<file path="src/rtl/qdma_channel_scheduler.sv">
// qdma_channel_scheduler: round-robin front end for the single QDMA byte engine.
// Holds the CPU bus per granted channel and feeds the engine one byte at a time.
module qdma_channel_scheduler #(
  parameter int NUM_CH  = 4,
  parameter int LEN_W   = 5,
  parameter int TIMEOUT = 15
) (
  input  logic                  clk,
  input  logic                  rst,
  input  logic [NUM_CH-1:0]     drq,
  input  logic [2*NUM_CH-1:0]   ch_type,
  input  logic [3*NUM_CH-1:0]   ch_src_module,
  input  logic [3*NUM_CH-1:0]   ch_dest_module,
  input  logic [5*NUM_CH-1:0]   ch_src_addr,
  input  logic [5*NUM_CH-1:0]   ch_dest_addr,
  input  logic [LEN_W*NUM_CH-1:0] ch_len,
  output logic                  hrq,
  input  logic                  hlda,
  output logic [NUM_CH-1:0]     dack,
  output logic [NUM_CH-1:0]     ch_done,
  output logic [NUM_CH-1:0]     ch_err,
  output logic                  eng_start,
  output logic [1:0]            eng_type,
  output logic [2:0]            eng_src_module,
  output logic [2:0]            eng_dest_module,
  output logic [4:0]            eng_src_addr,
  output logic [4:0]            eng_dest_addr,
  input  logic                  eng_done,
  output logic                  busy,
  output logic [2:0]            grant_id
);

  localparam int TMR_W = $clog2(TIMEOUT + 1);

  typedef enum logic [2:0] {
    IDLE, HOLD, ISSUE, WAIT, RELEASE
  } state_t;

  state_t state, state_d;

  logic [2:0]        last_grant, last_d;
  logic [2:0]        gid_d, pick;
  logic [TMR_W-1:0]  timer, timer_d;
  logic [LEN_W-1:0]  beats_left, beats_d;
  logic              hrq_d, busy_d, start_d;
  logic [NUM_CH-1:0] dack_d, done_d, err_d;
  logic [NUM_CH-1:0] grant_oh;
  logic [1:0]        type_d, sel_type;
  logic [2:0]        smod_d, dmod_d;
  logic [2:0]        sel_smod, sel_dmod;
  logic [4:0]        src_d, dst_d;
  logic [4:0]        sel_src, sel_dst;
  logic [LEN_W-1:0]  sel_len;

  // Lowest requester above last_grant wins; otherwise lowest overall.
  always_comb begin
    pick = '0;
    for (int i = NUM_CH - 1; i >= 0; i--)
      if (drq[i]) pick = 3'(i);
    for (int i = NUM_CH - 1; i >= 0; i--)
      if (drq[i] && i > int'(last_grant)) pick = 3'(i);
  end

  always_comb begin
    sel_type = '0;
    sel_smod = '0;
    sel_dmod = '0;
    sel_src  = '0;
    sel_dst  = '0;
    sel_len  = '0;
    for (int i = 0; i < NUM_CH; i++)
      if (pick == 3'(i)) begin
        sel_type = ch_type[2*i +: 2];
        sel_smod = ch_src_module[3*i +: 3];
        sel_dmod = ch_dest_module[3*i +: 3];
        sel_src  = ch_src_addr[5*i +: 5];
        sel_dst  = ch_dest_addr[5*i +: 5];
        sel_len  = ch_len[LEN_W*i +: LEN_W];
      end
  end

  always_comb begin
    grant_oh = '0;
    for (int i = 0; i < NUM_CH; i++)
      grant_oh[i] = (grant_id == 3'(i));
  end

  always_comb begin
    state_d = state;
    hrq_d   = hrq;
    dack_d  = dack;
    done_d  = '0;
    err_d   = '0;
    start_d = 1'b0;
    busy_d  = busy;
    gid_d   = grant_id;
    last_d  = last_grant;
    timer_d = timer;
    beats_d = beats_left;
    type_d  = eng_type;
    smod_d  = eng_src_module;
    dmod_d  = eng_dest_module;
    src_d   = eng_src_addr;
    dst_d   = eng_dest_addr;
    unique case (state)
      IDLE: begin
        if (|drq) begin
          state_d = HOLD;
          hrq_d   = 1'b1;
          busy_d  = 1'b1;
          gid_d   = pick;
          type_d  = sel_type;
          smod_d  = sel_smod;
          dmod_d  = sel_dmod;
          src_d   = sel_src;
          dst_d   = sel_dst;
          beats_d = sel_len;
        end
      end
      HOLD: begin
        if (hlda) begin
          state_d = ISSUE;
          dack_d  = grant_oh;
        end
      end
      ISSUE: begin
        if (hlda) begin
          state_d = WAIT;
          start_d = 1'b1;
          timer_d = '0;
        end else begin
          state_d = HOLD;
          dack_d  = '0;
        end
      end
      WAIT: begin
        timer_d = timer + TMR_W'(1);
        if (eng_done && beats_left != '0) begin
          state_d = ISSUE;
          src_d   = eng_src_addr + 5'd1;
          dst_d   = eng_dest_addr + 5'd1;
          beats_d = beats_left - LEN_W'(1);
        end else if (eng_done || timer == TMR_W'(TIMEOUT)) begin
          // A late eng_done on the timeout cycle still counts as success.
          state_d = RELEASE;
          hrq_d   = 1'b0;
          dack_d  = '0;
          last_d  = grant_id;
          if (eng_done) done_d = grant_oh;
          else          err_d  = grant_oh;
        end
      end
      RELEASE: begin
        hrq_d  = 1'b0;
        dack_d = '0;
        if (!hlda) begin
          state_d = IDLE;
          busy_d  = 1'b0;
        end
      end
      default: state_d = IDLE;
    endcase
  end

  always_ff @(posedge clk or negedge rst) begin
    if (!rst) begin
      state           <= IDLE;
      hrq             <= 1'b0;
      dack            <= '0;
      ch_done         <= '0;
      ch_err          <= '0;
      eng_start       <= 1'b0;
      busy            <= 1'b0;
      grant_id        <= '0;
      last_grant      <= 3'(NUM_CH - 1);
      timer           <= '0;
      beats_left      <= '0;
      eng_type        <= '0;
      eng_src_module  <= '0;
      eng_dest_module <= '0;
      eng_src_addr    <= '0;
      eng_dest_addr   <= '0;
    end else begin
      state           <= state_d;
      hrq             <= hrq_d;
      dack            <= dack_d;
      ch_done         <= done_d;
      ch_err          <= err_d;
      eng_start       <= start_d;
      busy            <= busy_d;
      grant_id        <= gid_d;
      last_grant      <= last_d;
      timer           <= timer_d;
      beats_left      <= beats_d;
      eng_type        <= type_d;
      eng_src_module  <= smod_d;
      eng_dest_module <= dmod_d;
      eng_src_addr    <= src_d;
      eng_dest_addr   <= dst_d;
    end
  end

endmodule

</file>
<file path="config.mk">
export PLATFORM = sky130hd
export DESIGN_NAME = qdma_channel_scheduler
export DESIGN_NICKNAME = d
export VERILOG_FILES = /design/src/rtl/qdma_channel_scheduler.sv
export SDC_FILE = /design/constraint.sdc
export NUM_CORES = 1
export LEC_CHECK = 0
export BUFFER_PORTS_ARGS = -buffer_cell sky130_fd_sc_hd__buf_2
export CORE_MARGIN = 1
export CORE_UTILIZATION = 50
export CTS_BUF_LIST = sky130_fd_sc_hd__clkbuf_8
export CTS_CLUSTER_SIZE = 16
export DETAILED_ROUTE_END_ITERATION = 16
export PLACE_DENSITY_LB_ADDON = 0.25
export SLEW_MARGIN = 10
export SYNTH_ARGS = -nofsm -noshare
export SYNTH_HDL_FRONTEND = slang
export SYNTH_SLANG_ARGS = --single-unit
</file>
<file path="constraint.sdc">
create_clock -name clk -period 2.2 [get_ports clk]
set_input_delay 0.11 -clock clk [delete_from_list [all_inputs] [get_ports clk]]
set_output_delay 0.11 -clock clk [all_outputs]
set_load 0.05 [all_outputs]
</file>
==> results.cfg, run 1 <==
[outcome]
outcome = finished, final reports clean

[job]
drv_cap = 0

[detailed_routing]
vias_per_cell = 6.03
wl_mm = 9.53
drc = 0
drt_iter0_drc = 338
dr_total_vias = 3474
wl_per_cell_microns = 16.5
final_antenna_net_count = 0
first_pass_iters = 5

[critical_path]
r2r_end = eng_dest_addr[0]$_DFFE_PN0P_
r2r_slack_ns = 0.15
crit_chain = mux2i_1 > o22ai_1 > a21oi_2 > buf_12 > mux2_2 > o31ai_1
crit_slowest_cell = dfstp_2
worst-path-max-fanout = 23
start_kind = flip-flop
required_ns = 2.41
worst_setup_path_end_kind = flip-flop
critical_path_class = flip-flop to flip-flop
max_stage_delay_ns = 0.63
reg2reg_depth = 6
arrival_ns = 2.26
r2r_start = last_grant[1]$_DFFE_PN1P_

[power]
p_switching_mw = 3.06
p_sw_frac = 0.516
comb_power_share = 0.605
power.density_mw_per_mm2 = 1440
power_frac_seq = 0.284
p_clk_frac = 0.111
internal_power_mw = 2.87
vdd_drop_max_mv = 0.689
finalPower_mw = 5.92
leakage_nw = 1.95

[sta]
slew_headroom = 0.505
final-setup-viol-count = 0
period_needed_ns = 2.05
worst-slew-pin-transition_ns = 0.743
hold_viol = 0
skew_ns = 0.00865
finalCritPeriodShare = 0.932
clock.fmax_mhz = 488
finalSetupTns_ns = 0
slew_viol_final = 0
rsz0062_at_grt = no

[grt]
grt_usage = 0.289
grt_max_degree = 35
grt_pass1_wl_mm = 14.8
antenna_found_initial = 0
grt_pass1_vias = 3073
grt_overflow_total = 0

[synth]
syn_area_per_cell_sq_um = 8.80
synth_flop_cell = dfrtp_1
yosysUniqueCellTypes = 65
synthArstFlopShare = 1.00
syn_area_sq_mm = 0.00320
synth_seq_area_share = 0.383
synth-edff-count = 0
syn_inst = 364
ys_ff_latch = 49
syn-num-nets = 469
synth_warnings = 0

[floorplanning]
start_util = 0.529
rows = 28
die-area_sq_mm = 0.00673
core_area_sq_mm = 0.00606
ios = 136
die_x_microns = 82.1
die_y_microns = 82.1

[layout]
drive_above_1_share = 0.379
diodes = 0
fin_nets = 605
final_util = 0.678
area_growth_pct = 28.2
final_cells = 576

[placed_design]
dpl.hpwl_mm = 7.15
globalplace.congestion = 0.889
port_buffers = 134
dpl.cell_count = 567

[clocking]
clk_path_buf_depth = 2
cts_made_buffers = 5
post-cts-setup-buffers = 0
cts-root-buf = clkbuf_8
insertion_delay_ns = 0.31
clk_pin_slew_ns = 0.10
h-tree-depth = 2
cts_tree = yes
clock_sinks = 49

[min_path]
hold_path.class = primary input to flip-flop
holdPathStages = 3
hold_start = ch_len[15]
whs_endpoint = beats_left[0]$_DFFE_PN0P_
per-stage QoR:
step | setup WS (ns) | hold WS, ns | cell area, sq um
floorplan | 0.268 | -0.186 | 3200
global placement | 0.256 | 0.204 | 3980
detailed placement | 0.162 | 0.207 | 3980
CTS | 0.144 | 0.0345 | 4100
global route | 0.0383 | 0.0391 | 4110
finish | 0.150 | 0.0425 | 4110
layout by cell type, fill, tap and decap left out, types with 3 or more instances in the layout:
| master | synthesis | routed |
|---|---|---|
| buf_2 | 7 | 134 |
| dfrtp_1 | 47 | 47 |
| nor2_1 | 46 | 46 |
| a21oi_1 | 25 | 25 |
| o21ai_0 | 20 | 20 |
| nand2_1 | 19 | 19 |
| buf_4 | 1 | 18 |
| nor3_1 | 14 | 14 |
| inv_1 | 12 | 12 |
| mux2_2 | 11 | 11 |
| o31ai_1 | 10 | 10 |
| a31oi_1 | 9 | 9 |
| o22ai_1 | 8 | 8 |
| a221oi_1 | 8 | 8 |
| nand3_1 | 7 | 7 |
| o221ai_1 | 7 | 7 |
| and3_1 | 7 | 7 |
| a211oi_1 | 6 | 6 |
| nor4_1 | 5 | 5 |
| o211ai_1 | 5 | 5 |
| ha_1 | 5 | 5 |
| clkbuf_8 | 0 | 5 |
| nand2b_1 | 4 | 4 |
| or3_1 | 4 | 4 |
| mux2i_1 | 3 | 3 |
| a22oi_1 | 4 | 3 |
| o21a_1 | 3 | 3 |
| a32o_1 | 3 | 3 |
power groups by stage:
stage                     Clock, mW  Sequential, mW  Combinational [mW]
after floorplan                   0            2.36                1.91
after global placement            0            1.67                3.48
after detailed placement          0            1.68                3.56
after CTS                     0.673            1.67                3.57
after global routing          0.708            1.74                3.89
final                         0.657            1.68                3.58
how the worst max path moves through the flow:
| stage | start | end | slack, ns | cells past startpoint |
|---|---|---|---|---|
| 2_1_floorplan | last_grant[1]$_DFFE_PN1P_ | beats_left[1]$_DFFE_PN0P_ | 0.27 | 7 |
| 3_3_place_gp | last_grant[1]$_DFFE_PN1P_ | beats_left[0]$_DFFE_PN0P_ | 0.26 | 6 |
| 3_5_place_dp | beats_left[0]$_DFFE_PN0P_ | eng_src_addr[2]$_DFFE_PN0P_ | 0.16 | 7 |
| 4_1_cts | last_grant[1]$_DFFE_PN1P_ | eng_dest_addr[0]$_DFFE_PN0P_ | 0.14 | 6 |
| 5_1_grt | last_grant[1]$_DFFE_PN1P_ | beats_left[3]$_DFFE_PN0P_ | 0.04 | 6 |
| 6_report | last_grant[1]$_DFFE_PN1P_ | eng_dest_addr[0]$_DFFE_PN0P_ | 0.15 | 6 |
final cells by class:
| type | instances | area (sq um) |
|---|---|---|
| sequential | 49 | 1230 |
| fill | 496 | 1950 |
| clock buffer | 5 | 68.8 |
| clock inverter | 3 | 43.8 |
| multi-input combinational | 278 | 1790 |
| timing repair buffer | 154 | 836 |
| tap | 75 | 93.8 |
| inverter | 12 | 45.0 |
synth_stat cells (3+ instances only):
cell type   n  area (sq um)
o221ai_1    7          61.3
o21ai_0    20           100
nor4_1      5          31.3
o22ai_1     8          50.1
o211ai_1    5          37.5
a22oi_1     4          30.0
o31ai_1    10          75.1
dfrtp_1    47          1180
a211oi_1    6          45.0
or3_1       4          25.0
inv_1      12          45.0
nand2_1    19          71.3
nor2_1     46           173
nand2b_1    4          25.0
nand3_1     7          35.0
mux2i_1     3          30.0
a221oi_1    8          70.1
and3_1      7          43.8
o21a_1      3          22.5
buf_2       7          35.0
a32o_1      3          30.0
a31oi_1     9          56.3
buf_6       5          56.3
nor3_1     14          70.1
ha_1        5          62.6
a21oi_1    25           125
mux2_2     11           124
clkbuf_1   12          45.0
state kept, by name (all words and copies together) (netlist names):
signal           count
state                3
eng_type             2
grant_id             2
beats_left           5
eng_dest_module      3
eng_dest_addr        5
busy                 1
timer                4
dack                 4
eng_start            1
hrq                  1
eng_src_addr         5
eng_src_module       3
ch_done              4
ch_err               4
last_grant           2
critical path: cells and delay by family, from the launching register on:
| kind | cells | cell delay (ns) |
|---|---|---|
| muxes | 2 | 0.54 |
| buffers and inverters | 1 | 0.20 |
| DFF | 1 | 0.63 |
| AOI/OAI and AO/OA | 3 | 0.57 |
per-layer routing:
layer / vias up / track usage / wire length [microns]
met5: - / 0 / 0
met1: 1620 / 0.402 / 4130
met2: 181 / 0.444 / 4500
li1: 1652 / - / -
met3: 21 / 0.0511 / 658
met4: 0 / 0.112 / 232
repair_timing:
| item | in CTS | in global routing |
|---|---|---|
| hold buffers | 1 | 0 |
| endpoints found under the hold margin | 30 | 0 |
| setup endpoints to repair | 0 | 1 |
| gates resized for setup | 0 | 1 |
logic make-up after synthesis:
| kind of cell | after synthesis | share of synthesized area |
|---|---|---|
| AOI/OAI and AO/OA | 129 | 0.278 |
| and+or+nand+nor | 128 | 0.206 |
| DFF | 49 | 0.383 |
| buffers and inverters | 37 | 0.0590 |
| muxes | 15 | 0.0527 |
| adders and majority gates | 5 | 0.0195 |
| other | 1 | 0.00117 |
Power figures use the tool's default switching activity.
==> run 2, diff against run 1 <==
--- a/config.mk
+++ b/config.mk
@@ -12,6 +12,7 @@
 export CTS_CLUSTER_SIZE = 16
 export DETAILED_ROUTE_END_ITERATION = 16
 export PLACE_DENSITY_LB_ADDON = 0.25
+export RECOVER_POWER = 100
 export SLEW_MARGIN = 10
 export SYNTH_ARGS = -nofsm -noshare
 export SYNTH_HDL_FRONTEND = slang
==> results.cfg, run 2 (synthesized netlist as in run 1, its figures left out) <==
[outcome]
outcome = finished, final reports clean

[layout]
fin_nets = 605
layout_common_cells = buf_2 (99), dfrtp_1 (47), nor2_1 (46)
final_cells = 576
diodes = 0
final_common_cell = buf_2
reg_top3 = beats_left x5, eng_dest_addr x5, eng_src_addr x5
area_growth_pct = 26.2
drive_above_1_share = 0.299

[power]
leakage_nw = 1.82
power.density_mw_per_mm2 = 1440
power_frac_seq = 0.290
vdd_drop_max_mv = 0.659
p_sw_frac = 0.524
comb_power_share = 0.598
p_switching_mw = 3.05
p_clk_frac = 0.113
internal_power_mw = 2.78

[floorplanning]
rows = 28
die_x_microns = 82.1
core_area_sq_mm = 0.00606
die_y_microns = 82.1
start_util = 0.529
ios = 136
die-area_sq_mm = 0.00673

[detailed_routing]
final_antenna_net_count = 0
first_pass_iters = 5
dr_total_vias = 3442
wl_mm = 9.50
drc = 0
vias_per_cell = 5.98
drt_iter0_drc = 391
wl_per_cell_microns = 16.5

[sta]
clock.fmax_mhz = 489
period_needed_ns = 2.04
worst-slew-pin-transition_ns = 0.739
finalSetupTns_ns = 0
skew_ns = 0.0104
final-setup-viol-count = 0
slew_viol_final = 0
finalCritPeriodShare = 0.929
slew_headroom = 0.507
rsz0062_at_grt = no
hold_viol = 0

[clocking]
cts_made_buffers = 5
h-tree-depth = 2
clk_path_buf_depth = 2
cts_tree = yes
cts-root-buf = clkbuf_8
insertion_delay_ns = 0.31
clock_sinks = 49
post-cts-setup-buffers = 0
clk_pin_slew_ns = 0.10

[placed_design]
dpl.hpwl_mm = 7.15
port_buffers = 134
globalplace.congestion = 0.889
dpl.cell_count = 567

[job]
drv_cap = 0

[critical_path]
max_stage_delay_ns = 0.63
critical_path_class = flip-flop to flip-flop
worst_setup_path_end_kind = flip-flop
crit_chain = mux2i_1 > o22ai_1 > a21oi_2 > buf_12 > mux2_2 > o31ai_1
crit_slowest_cell = dfstp_2
start_kind = flip-flop
required_ns = 2.41
arrival_ns = 2.26
worst-path-max-fanout = 23

[grt]
grt_max_degree = 35
grt_pass1_wl_mm = 14.8
antenna_found_initial = 0
grt_usage = 0.289
grt_pass1_vias = 3073
grt_overflow_total = 0

[min_path]
hold_path.class = primary input to flip-flop
run 2: cell types whose count changed in the layout (fill, tap and decap cells not counted):
cell	previous run	this run
buf_2	134	99
buf_4	18	13
clkbuf_1	0	40
run 2: worst paths after layout:
| kind | start | end | slack, ns | cells after the start |
|---|---|---|---|---|
| worst max-delay path | last_grant[1]$_DFFE_PN1P_ | eng_dest_addr[0]$_DFFE_PN0P_ | 0.16 | 6 |
| worst min-delay path | ch_len[15] | beats_left[0]$_DFFE_PN0P_ | 0.05 | 3 |
| worst max register to register | last_grant[1]$_DFFE_PN1P_ | eng_dest_addr[0]$_DFFE_PN0P_ | 0.16 | 6 |
| worst min register to register | dack[1]$_DFFE_PN0P_ | dack[1]$_DFFE_PN0P_ | 0.49 | 1 |
| max in group asynchronous | rst | eng_dest_addr[0]$_DFFE_PN0P_ | 0.84 | 3 |
| min in group asynchronous | rst | ch_err[1]$_DFF_PN0_ | 0.39 | 2 |
run 2: routing by layer:
layer,up-vias,part of all wire,wire length (microns),track usage
met2,181,0.47,4480,0.444
li1,1652,-,-,-
met4,0,0.025,241,0.112
met5,-,0,0,0
met1,1585,0.42,4010,0.402
met3,24,0.081,769,0.0511
run 2: cell type report:
type,instances,area [sq um]
Timing Repair Buffer,154,773
Sequential cell,49,1230
Clock inverter,3,43.8
Tap cell,75,93.8
Fill cell,518,2020
Inverter,12,45.0
Clock buffer,5,68.8
Multi-Input combinational cell,278,1790
run 2: through the flow:
stage               instance area (sq um)  utilization  setup slack (ns)  power (mW)  hold WS [ns]
floorplan                            3200            -             0.268        4.27        -0.186
CTS                                  4100        0.677             0.144        5.91        0.0345
finish                               4050        0.667             0.156        5.83        0.0454
global route                         4050        0.667            0.0383        6.25        0.0391
global placement                     3980        0.657             0.256        5.15         0.204
detailed placement                   3980        0.657             0.162        5.23         0.207
run 2: what timing repair did:
item,in CTS,in global routing
resized for setup,0,1
hold endpoints to repair,30,0
hold buffers,1,0
setup endpoints to repair,0,1
run 2: critical path: cells and delay by family (launching register included):
family                 cells  cell delay [ns]
AOI/OAI and AO/OA          3             0.56
buffers and inverters      1             0.20
DFF                        1             0.63
muxes                      2             0.54
run 2: power by group through the flow:
| stage | combinational (mW) | clock [mW] | sequential, mW |
|---|---|---|---|
| after floorplan | 1.91 | 0 | 2.36 |
| after global placement | 3.48 | 0 | 1.67 |
| after detailed placement | 3.56 | 0 | 1.68 |
| after CTS | 3.57 | 0.673 | 1.67 |
| after global routing | 3.80 | 0.708 | 1.75 |
| final | 3.48 | 0.657 | 1.69 |
==> run 3, diff against run 2 <==
--- a/config.mk
+++ b/config.mk
@@ -5,13 +5,14 @@
 export SDC_FILE = /design/constraint.sdc
 export NUM_CORES = 1
 export LEC_CHECK = 0
+export ABC_AREA = 1
 export BUFFER_PORTS_ARGS = -buffer_cell sky130_fd_sc_hd__buf_2
 export CORE_MARGIN = 1
 export CORE_UTILIZATION = 50
 export CTS_BUF_LIST = sky130_fd_sc_hd__clkbuf_8
 export CTS_CLUSTER_SIZE = 16
 export DETAILED_ROUTE_END_ITERATION = 16
-export PLACE_DENSITY_LB_ADDON = 0.25
+export PLACE_DENSITY_LB_ADDON = 0.1
 export RECOVER_POWER = 100
 export SLEW_MARGIN = 10
 export SYNTH_ARGS = -nofsm -noshare
==> results.cfg, run 3 <==
[sta]
finalCritPeriodShare = 0.874
slew_headroom = 0.122
hold_viol = 0
rsz0062_at_grt = no
clock.fmax_mhz = 520
worst-slew-pin-transition_ns = 1.32
period_needed_ns = 1.92
skew_ns = 0.0105
final-setup-viol-count = 0
finalSetupTns_ns = 0
slew_viol_final = 0

[floorplanning]
die-area_sq_mm = 0.00692
rows = 29
ios = 136
die_y_microns = 83.2
start_util = 0.519
die_x_microns = 83.2
core_area_sq_mm = 0.00635

[placed_design]
place_area_sq_mm = 0.00399
dpl.hpwl_mm = 6.90
port_buffers = 134
globalplace.congestion = 0.887

[synth]
yosysUniqueCellTypes = 37
syn-num-nets = 562
syn_area_sq_mm = 0.00329
syn_area_per_cell_sq_um = 7.21
synth_seq_area_share = 0.373
synth_flop_cell = dfrtp_1
synthTopCellsByCount = nand2_1 (95), nor2_1 (89), dfrtp_1 (47)
syn_inst = 457
synthArstFlopShare = 1.00
ys_ff_latch = 49
yosysMostFrequentCell = nand2_1
synth_warnings = 0
yosysTopAreaCell = dfrtp_1
synthDominantCellAreaShare = 0.357
synth.area.top_cells = dfrtp_1 (36%), nand2_1 (11%), nor2_1 (10%)
synth-edff-count = 0

[critical_path]
startpoint = last_grant[1]$_DFFE_PN1P_
r2r_start = last_grant[1]$_DFFE_PN1P_
crit_chain = nand2_1 > nand2_1 > nand2_1 > nand2_4 > nand2_8 > nor2_2 > nand2_1 > nand4_1 > nand2_1 > nand2_1
max_stage_delay_ns = 0.57
arrival_ns = 2.17
worst_setup_path_end_kind = flip-flop
start_kind = flip-flop
crit_slowest_cell = dfstp_2
path_delay_family = simple AND/OR/NAND/NOR gates
worst-path-max-fanout = 19
crit_cells = 10
r2r_end = eng_src_addr[0]$_DFFE_PN0P_
critical_path.endpoint = eng_src_addr[0]$_DFFE_PN0P_
required_ns = 2.45
r2r_slack_ns = 0.28
cp_num_buf_inv = 0
reg2reg_depth = 10
critical_path_class = flip-flop to flip-flop
crit_path_frequent_cell = nand2_1

[layout]
drive_above_1_share = 0.269
diodes = 0
area_growth_pct = 23.2
final_common_cell = buf_2
layout_common_cells = buf_2 (98), nand2_1 (95), nor2_1 (89)
fin_nets = 692
finalInstanceArea_sq_mm = 0.00406
reg_top3 = beats_left x5, eng_dest_addr x5, eng_src_addr x5

[detailed_routing]
first_pass_iters = 5
drc = 0
wl_per_cell_microns = 13.3
vias_per_cell = 5.29
final_antenna_net_count = 0
dr_total_vias = 3515
drt_iter0_drc = 184
wl_mm = 8.82

[clocking]
post-cts-setup-buffers = 0
insertion_delay_ns = 0.31
clk_path_buf_depth = 2
cts_tree = yes
cts-root-buf = clkbuf_8
clk_pin_slew_ns = 0.10
clock_sinks = 49
h-tree-depth = 2
cts_made_buffers = 5

[power]
power.density_mw_per_mm2 = 1380
finalPower_mw = 5.59
leakage_nw = 2.10
vdd_drop_max_mv = 0.772

[grt]
grt_pass1_vias = 3214
grt_pass1_wl_mm = 14.9
grt_usage = 0.261
grt_max_degree = 29
grt_overflow_total = 0
antenna_found_initial = 0

[min_path]
hold_start = hlda
hold_path.class = primary input to flip-flop

[job]
drv_cap = 0

[outcome]
outcome = finished, final reports clean
==> run 3: cell count changes in the layout (fill, tap and decap cells not counted), moves of 12 or more <==
cell,before,now
nand2_1,19,95
nor2_1,46,89
nand3_1,7,43
nor3_1,14,2
nand4_1,2,16
inv_1,12,30
==> run 3: worst min-delay path by stage <==
stage	endpoint	slack, ns	depth (start not counted)
5_1_grt	state[2]$_DFFE_PN0P_	0.14	3
6_report	state[2]$_DFFE_PN0P_	0.11	3
2_1_floorplan	beats_left[0]$_DFFE_PN0P_	-0.19	0
3_5_place_dp	ch_err[0]$_DFF_PN0_	0.12	1
3_3_place_gp	ch_done[0]$_DFF_PN0_	0.12	1
4_1_cts	state[2]$_DFFE_PN0P_	0.10	3
==> run 3: worst reg2reg max path: stages, from the launching register on <==
cell and delay [ns]:
dfstp_2 0.57, nand2_1 0.06, nand2_1 0.08, nand2_1 0.09, nand2_4 0.21, nand2_8 0.17
nor2_2 0.31, nand2_1 0.11, nand4_1 0.16, nand2_1 0.07, nand2_1 0.05
==> run 3: repair_timing <==
item	4_1_cts	5_1_grt
hold buffers	1	0
hold endpoints to repair	22	0
endpoints found under the setup margin	0	0
resized for setup	0	0
==> run 3: per-stage QoR <==
step	utilization	hold slack, ns	std cells	setup WS, ns
after global routing	0.639	0.135	665	0.0595
after global placement	0.628	0.122	656	0.328
after detailed placement	0.628	0.123	656	0.294
final	0.639	0.113	665	0.277
after CTS	0.648	0.104	665	0.270
after floorplan	-	-0.186	457	0.600
==> run 3: where the power goes <==
group	leakage, nW	internal, mW	switching, mW
registers	0.605	1.25	0.306
logic	1.44	0.958	2.40
clock network	0.0591	0.347	0.334
==> run 3: cell families after synthesis <==
family                   count (synthesis)  synth area share
AO/OA/AOI/OAI                           70             0.122
XOR/XNOR                                 2           0.00532
adder cells (fa/ha/maj)                  5            0.0190
buffers and inverters                   53            0.0767
flip-flops                              49             0.373
other                                    1           0.00114
AND/OR/NAND/NOR                        277             0.403
==> run 3: cell type report <==
type / instances / area (sq um)
Inverter: 35 / 136
Sequential cell: 49 / 1230
Fill cell: 604 / 2290
Multi-Input combinational cell: 355 / 1800
Clock buffer: 5 / 68.8
Timing Repair Buffer: 141 / 677
Tap cell: 77 / 96.3
Clock inverter: 3 / 47.5
==> run 3: layer usage <==
layer,part of all wire,routed length [microns],global-route usage
met1,0.46,4080,0.375
met2,0.46,4020,0.403
met3,0.065,572,0.0437
met4,0.017,152,0.0784
met5,0,0,0
